**config.mk**
```make
export PLATFORM = sky130hd
export DESIGN_NAME = video_pattern_gen
export DESIGN_NICKNAME = d
export VERILOG_FILES = /design/src/rtl/video_pkg.sv /design/src/rtl/video_timing.sv /design/src/rtl/video_pattern_gen.sv
export SDC_FILE = /design/constraint.sdc
export NUM_CORES = 1
export LEC_CHECK = 0
export ABC_AREA = 1
export CAP_MARGIN = 20
export CELL_PAD_IN_SITES_DETAIL_PLACEMENT = 0
export CELL_PAD_IN_SITES_GLOBAL_PLACEMENT = 2
export CORE_MARGIN = 5
export CORE_UTILIZATION = 35
export CTS_BUF_LIST = sky130_fd_sc_hd__clkbuf_4
export DETAILED_ROUTE_END_ITERATION = 8
export DONT_BUFFER_PORTS = 1
export PLACE_DENSITY = 0.84
export SYNTH_ARGS = -nofsm -noshare
export SYNTH_HDL_FRONTEND = slang
export SYNTH_SLANG_ARGS = --single-unit
```
**constraint.sdc**
```tcl
create_clock -name pixel_clk_i -period 2.25 [get_ports pixel_clk_i]
set_input_delay 0.1125 -clock pixel_clk_i [delete_from_list [all_inputs] [get_ports pixel_clk_i]]
set_output_delay 0.1125 -clock pixel_clk_i [all_outputs]
set_load 0.05 [all_outputs]
```
**src/rtl/video_pkg.sv**
```systemverilog
// Shared types and constants for the video pattern source: pattern modes,
// colour-bar palette and the noise LFSR definition.
package video_pkg;

  typedef enum logic [1:0] {
    BARS     = 2'd0,
    GRADIENT = 2'd1,
    CHECKER  = 2'd2,
    NOISE    = 2'd3
  } pattern_mode_t;

  // Left-to-right bar order: white, yellow, cyan, green, magenta, red, blue, black.
  localparam logic [23:0] BAR_RGB [8] = '{
    24'hFFFFFF, 24'hFFFF00, 24'h00FFFF, 24'h00FF00,
    24'hFF00FF, 24'hFF0000, 24'h0000FF, 24'h000000
  };

  localparam logic [23:0] GREY_RGB  = 24'h808080;
  localparam logic [23:0] LFSR_SEED = 24'hACE1F5;
  // Right-shifting Galois form of x^24 + x^23 + x^22 + x^17 + 1.
  localparam logic [23:0] LFSR_TAPS = 24'hE10000;

  function automatic logic [23:0] lfsrStep(input logic [23:0] state);
    return {1'b0, state[23:1]} ^ (state[0] ? LFSR_TAPS : 24'h000000);
  endfunction

endpackage

```
**src/rtl/video_timing.sv**
```systemverilog
// Raster timing: horizontal/vertical counters, active-region flag, raw sync
// windows and frame-boundary strobes for the pattern generator.
module video_timing #(
  parameter int H_ACTIVE = 640,
  parameter int H_FP     = 16,
  parameter int H_SYNC   = 96,
  parameter int H_BP     = 48,
  parameter int V_ACTIVE = 480,
  parameter int V_FP     = 10,
  parameter int V_SYNC   = 2,
  parameter int V_BP     = 33,
  localparam int H_TOTAL = H_ACTIVE + H_FP + H_SYNC + H_BP,
  localparam int V_TOTAL = V_ACTIVE + V_FP + V_SYNC + V_BP,
  localparam int HW      = $clog2(H_TOTAL),
  localparam int VW      = $clog2(V_TOTAL)
) (
  input  logic          pixel_clk_i,
  input  logic          rst_i,
  output logic [HW-1:0] x_o,
  output logic [VW-1:0] y_o,
  output logic          active_o,
  output logic          hsync_act_o,
  output logic          vsync_act_o,
  output logic          frame_first_o,
  output logic          frame_end_o
);

  localparam logic [HW-1:0] H_LAST   = HW'(H_TOTAL - 1);
  localparam logic [VW-1:0] V_LAST   = VW'(V_TOTAL - 1);
  localparam int            HS_START = H_ACTIVE + H_FP;
  localparam int            HS_END   = H_ACTIVE + H_FP + H_SYNC;
  localparam int            VS_START = V_ACTIVE + V_FP;
  localparam int            VS_END   = V_ACTIVE + V_FP + V_SYNC;

  logic [HW-1:0] hCnt_q, hCnt_d;
  logic [VW-1:0] vCnt_q, vCnt_d;
  logic          hLast, vLast;

  always_comb begin
    hLast  = (hCnt_q == H_LAST);
    vLast  = (vCnt_q == V_LAST);
    hCnt_d = hLast ? '0 : hCnt_q + HW'(1);
    vCnt_d = vCnt_q;
    if (hLast) begin
      vCnt_d = vLast ? '0 : vCnt_q + VW'(1);
    end
  end

  always_ff @(posedge pixel_clk_i or posedge rst_i) begin
    if (rst_i) begin
      hCnt_q <= '0;
      vCnt_q <= '0;
    end else begin
      hCnt_q <= hCnt_d;
      vCnt_q <= vCnt_d;
    end
  end

  // Comparisons are done in 32 bits so window ends equal to the total never overflow.
  assign x_o           = hCnt_q;
  assign y_o           = vCnt_q;
  assign active_o      = (32'(hCnt_q) < H_ACTIVE) && (32'(vCnt_q) < V_ACTIVE);
  assign hsync_act_o   = (32'(hCnt_q) >= HS_START) && (32'(hCnt_q) < HS_END);
  assign vsync_act_o   = (32'(vCnt_q) >= VS_START) && (32'(vCnt_q) < VS_END);
  assign frame_first_o = (hCnt_q == '0) && (vCnt_q == '0);
  assign frame_end_o   = hLast && vLast;

endmodule

```
**src/rtl/video_pattern_gen.sv**
```systemverilog
// Raster timing plus test-pattern source (bars, gradient, checker, noise) with
// registered outputs. Define VIDEO_PATTERN_LFSR_EN to build the LFSR noise mode.
module video_pattern_gen #(
  parameter int H_ACTIVE     = 640,
  parameter int H_FP         = 16,
  parameter int H_SYNC       = 96,
  parameter int H_BP         = 48,
  parameter int V_ACTIVE     = 480,
  parameter int V_FP         = 10,
  parameter int V_SYNC       = 2,
  parameter int V_BP         = 33,
  parameter int SYNC_POL     = 0,
  parameter int CHECKER_LOG2 = 5
) (
  input  logic       pixel_clk_i,
  input  logic       rst_i,
  input  logic [1:0] mode_i,
  output logic [7:0] red_o,
  output logic [7:0] green_o,
  output logic [7:0] blue_o,
  output logic       de_o,
  output logic       hsync_o,
  output logic       vsync_o,
  output logic       frame_start_o
);

  import video_pkg::*;

  localparam int   H_TOTAL  = H_ACTIVE + H_FP + H_SYNC + H_BP;
  localparam int   V_TOTAL  = V_ACTIVE + V_FP + V_SYNC + V_BP;
  localparam int   HW       = $clog2(H_TOTAL);
  localparam int   VW       = $clog2(V_TOTAL);
  localparam int   BAR_W    = H_ACTIVE / 8;
  localparam logic SYNC_ACT = (SYNC_POL != 0);

  logic [HW-1:0] x;
  logic [VW-1:0] y;
  logic          active, hsAct, vsAct, frameFirst, frameEnd;

  video_timing #(
    .H_ACTIVE (H_ACTIVE),
    .H_FP     (H_FP),
    .H_SYNC   (H_SYNC),
    .H_BP     (H_BP),
    .V_ACTIVE (V_ACTIVE),
    .V_FP     (V_FP),
    .V_SYNC   (V_SYNC),
    .V_BP     (V_BP)
  ) uTiming (
    .pixel_clk_i   (pixel_clk_i),
    .rst_i         (rst_i),
    .x_o           (x),
    .y_o           (y),
    .active_o      (active),
    .hsync_act_o   (hsAct),
    .vsync_act_o   (vsAct),
    .frame_first_o (frameFirst),
    .frame_end_o   (frameEnd)
  );

  // The mode only changes between frames so every frame shows a single pattern.
  pattern_mode_t mode_q;

  always_ff @(posedge pixel_clk_i or posedge rst_i) begin
    if (rst_i) begin
      mode_q <= BARS;
    end else if (frameEnd) begin
      mode_q <= pattern_mode_t'(mode_i);
    end
  end

  logic [23:0] noiseRgb;

`ifdef VIDEO_PATTERN_LFSR_EN
  // Reseeding on the last cycle of each frame makes every frame identical.
  logic [23:0] lfsr_q, lfsr_d;

  always_comb begin
    lfsr_d = lfsr_q;
    if (frameEnd) begin
      lfsr_d = LFSR_SEED;
    end else if (active) begin
      lfsr_d = lfsrStep(lfsr_q);
    end
  end

  always_ff @(posedge pixel_clk_i or posedge rst_i) begin
    if (rst_i) begin
      lfsr_q <= LFSR_SEED;
    end else begin
      lfsr_q <= lfsr_d;
    end
  end

  assign noiseRgb = lfsr_q;
`else
  assign noiseRgb = GREY_RGB;
`endif

  logic [2:0]  barIdx;
  logic        checkerOn;
  logic [23:0] patternRgb;
  logic [23:0] rgb_d, rgb_q;

  // Remainder pixels past eight full bars are folded into the last (black) bar.
  always_comb begin
    barIdx = 3'd7;
    if (32'(x) / BAR_W < 7) begin
      barIdx = 3'(32'(x) / BAR_W);
    end
  end

  assign checkerOn = 1'(x >> CHECKER_LOG2) ^ 1'(y >> CHECKER_LOG2);

  always_comb begin
    patternRgb = 24'h000000;
    case (mode_q)
      BARS:     patternRgb = BAR_RGB[barIdx];
      GRADIENT: patternRgb = {8'(x), 8'(y), 8'(8'(x) + 8'(y))};
      CHECKER:  patternRgb = checkerOn ? 24'hFFFFFF : 24'h000000;
      NOISE:    patternRgb = noiseRgb;
      default:  patternRgb = 24'h000000;
    endcase
    rgb_d = active ? patternRgb : 24'h000000;
  end

  logic deQ, hsyncQ, vsyncQ, frameStartQ;

  always_ff @(posedge pixel_clk_i or posedge rst_i) begin
    if (rst_i) begin
      rgb_q       <= 24'h000000;
      deQ         <= 1'b0;
      hsyncQ      <= ~SYNC_ACT;
      vsyncQ      <= ~SYNC_ACT;
      frameStartQ <= 1'b0;
    end else begin
      rgb_q       <= rgb_d;
      deQ         <= active;
      hsyncQ      <= hsAct ? SYNC_ACT : ~SYNC_ACT;
      vsyncQ      <= vsAct ? SYNC_ACT : ~SYNC_ACT;
      frameStartQ <= frameFirst;
    end
  end

  assign red_o         = rgb_q[23:16];
  assign green_o       = rgb_q[15:8];
  assign blue_o        = rgb_q[7:0];
  assign de_o          = deQ;
  assign hsync_o       = hsyncQ;
  assign vsync_o       = vsyncQ;
  assign frame_start_o = frameStartQ;

endmodule

```
==> impl_metrics.tcl <==
set metrics [dict create \
    synthMuxAreaShare 0 \
    drt_iter0_drc 79 \
    cts_htree_levels 2 \
    tritoncts "done" \
    hp-class "in2async" \
    drt_wl_total_microns 6600 \
    grt_max_degree 39 \
    grt_pass1_wl_microns 10900 \
    slew_violations 0 \
    crit_required_ps 2560 \
    clock_sinks 50 \
    setup-violations-final 0 \
    ir_drop_v 0.000144 \
    whs_ps 324 \
    fp.dieW_microns 98.5 \
    critical_path.max_fanout 8 \
    clk_latency_ps 370 \
    finalCritPeriodShare 0.989 \
    viasPerCell 4.77 \
    num_rows 32 \
    worstPathArrival_ps 2540 \
    synth_compound_area_frac 0.122 \
    netlist_instances 341 \
    syn-cell-area_sq_um 2740 \
    drive_gt1_frac 0.194 \
    yosysSeqAreaShare 0.457 \
    synth.largest_area_cell "dfrtp_1" \
    status "complete, no violations" \
    drc_errors 0 \
    grt_pass1_vias 2235 \
    setup_tns_ps 0 \
    synth_commonest_cells "55 x inv_1, 51 x nand2_1, 48 x dfrtp_1, 48 x nor2_1, 35 x a21oi_1" \
    fmax_ghz 0.449 \
    initial_core_util 0.357 \
    synth_most_common_cell "inv_1" \
    synth_simple_gate_area_frac 0.250 \
    synth.top_cell.area_share 0.438 \
    crit_type "reg2reg" \
    drt.antenna.violating_nets 0 \
    synth_cell_types 35 \
    leakage_nw 1.61 \
    powerDensity_nw_per_um2 418 \
    fillers 802 \
    synth_top_family_by_area "simple AND/OR/NAND/NOR gates" \
    numPortBuffers 0 \
    ys_ff_latch 50 \
    overflow 0 \
    drt-pass1-iter-count 4 \
    core_sq_um 7690 \
    synth.avg_cell_area_sq_um 8.04 \
    cts_root_buffer "clkbuf_4" \
    synth_nets 358 \
    yosysWarnings 0 \
    dp_hpwl_microns 5040 \
    finalClockSkew_ps 10.8 \
    vias 2254 \
    r2r.worst_path.cells 14 \
    io-pin-count 32 \
    rsz0062_at_grt "true" \
    cp-start-kind "flop" \
    wire_per_inst_microns 14.0 \
    insertedDiodeCount 0 \
    r2r_start "uTiming.x_o[7]$_DFF_PP0_" \
    die_y_microns 98.5 \
    synthArstFlopShare 1.00 \
    synth_xor_area_frac 0.0224 \
    end_kind "flop" \
    area_delta_synth_final_pct 16.2 \
    seqCellArea_sq_um 1250 \
    synth_ff_type "dfrtp_1" \
    gp_congestion 0.812 \
    die-area_sq_um 9700 \
    finalCriticalPeriod_ps 2230 \
    hold_viol_final 0 \
    yosys.area_share.adder 0.0621 \
    antenna_found_initial 0 \
    synth_edf_count 0 \
    rrSetupSlack_ps 20 \
    grt_usage 0.138 \
    cts_buffers 5 \
    path_clk_slew_ps 150 \
    nNetsFinal 387 \
    slew-limit-headroom 0.474 \
    maxCapViolations 0 \
    clock_path_buffers 2 \
    layout.cells.non_filler 473 \
    tightest_slew_ps 787 \
    reg2reg_to "rgb_q[7]$_DFF_PP0_" \
    synth_area_leaders "dfrtp_1 44%, inv_1 7.5%, nand2_1 7.0%, nor2_1 6.6%, a21oi_1 6.4%" \
    multi_input_area_sq_um 1330 \
    dp.cells 458 \
]
[cells by family after synthesis]
family | after synthesis
adders and majority gates | 13
AOI/OAI and AO/OA | 60
buffers and inverters | 62
and+or+nand+nor | 149
xor gates and xnor gates | 7
DFF | 50
[worst max-delay path by stage]
stage                     cells past startpoint             endpoint                  startpoint  slack [ps]
final                                        14   rgb_q[7]$_DFF_PP0_    uTiming.x_o[7]$_DFF_PP0_          20
after global routing                         16   rgb_q[1]$_DFF_PP0_    uTiming.x_o[7]$_DFF_PP0_         -80
after floorplan                              14   rgb_q[0]$_DFF_PP0_    uTiming.x_o[8]$_DFF_PP0_          60
after CTS                                    16   rgb_q[3]$_DFF_PP0_    uTiming.x_o[8]$_DFF_PP0_           3
after global placement                        7  rgb_q[10]$_DFF_PP0_  uTiming.y_o[7]$_DFFE_PP0N_          60
after detailed placement                     14   rgb_q[0]$_DFF_PP0_    uTiming.x_o[8]$_DFF_PP0_         -20
[critical path, stage by stage (launching register included)]
cell and delay (ps):
dfrtp_1 440, nor2_4 120, inv_2 50, ha_4 210
o21ai_4 210, nand4_1 200, nand3_2 170, nand2_4 80
nand3_4 70, nand2_1 50, a21oi_1 130, nand3_1 100
nand2_2 80, nand2_4 100, nor2_2 130
[stage by stage]
step	total power [mW]	area (sq um)	util	worst slack, ps
finish	1.33	3190	0.415	24.4
floorplan	0.929	2740	-	60.3
detailed placement	0.936	2990	0.389	-23.2
CTS	1.36	3100	0.403	2.50
global route	1.39	3190	0.415	-80.4
global placement	0.935	2990	0.389	58.7
[placed cells by master (no fill, tap or decap), types with 4 or more instances in the layout]
master / Yosys / final
clkbuf_4: 0 / 5
nand4_1: 6 / 6
nor2_2: 1 / 13
dfrtp_1: 48 / 47
xor2_1: 5 / 5
ha_1: 12 / 11
buf_4: 1 / 23
nor4_1: 4 / 4
o21ai_0: 16 / 14
nand3_1: 13 / 13
inv_2: 2 / 5
nand2_1: 51 / 48
nor2_1: 48 / 35
inv_1: 55 / 52
a21oi_1: 35 / 34
nand2_2: 4 / 6
nor3_1: 12 / 11
[sequential cells by signal, indices dropped and copies added (netlist names)]
name / cells
rgb_q: 24
uTiming.x_o: 10
uTiming.y_o: 10
mode_q: 2
de_o: 1
frame_start_o: 1
hsync_o: 1
vsync_o: 1
[metal layers]
layer	up-vias	GRT usage	wire length [microns]
li1	1160	-	-
met1	1038	0.178	3040
met2	46	0.232	3210
met3	10	0.0311	270
met4	0	0.0420	82
met5	-	0	0
[timing repair]
item	CTS	global route
hold buffers	3	0
setup buffers	1	3
pin swaps	3	15
gates resized for setup	4	23
endpoints found under the setup margin	13	27
hold endpoints to repair	37	0
[area by class of cell]
class,instances,share of cell area
timing repair buffer,26,0.0636
inverter,58,0.0683
clock buffer,5,0.0118
tap,102,0.0400
clock inverter,3,0.00510
sequential,50,0.394
multi-input combinational,229,0.417
[power breakdown]
part | total, mW | switching, mW | internal [mW]
clock network | 0.409 | 0.292 | 0.117
logic | 0.0227 | 0.0179 | 0.00476
registers | 0.899 | 0 | 0.899
total | 1.33 | 0.310 | 1.02
Note: power is estimated with default switching activity, not from simulation.
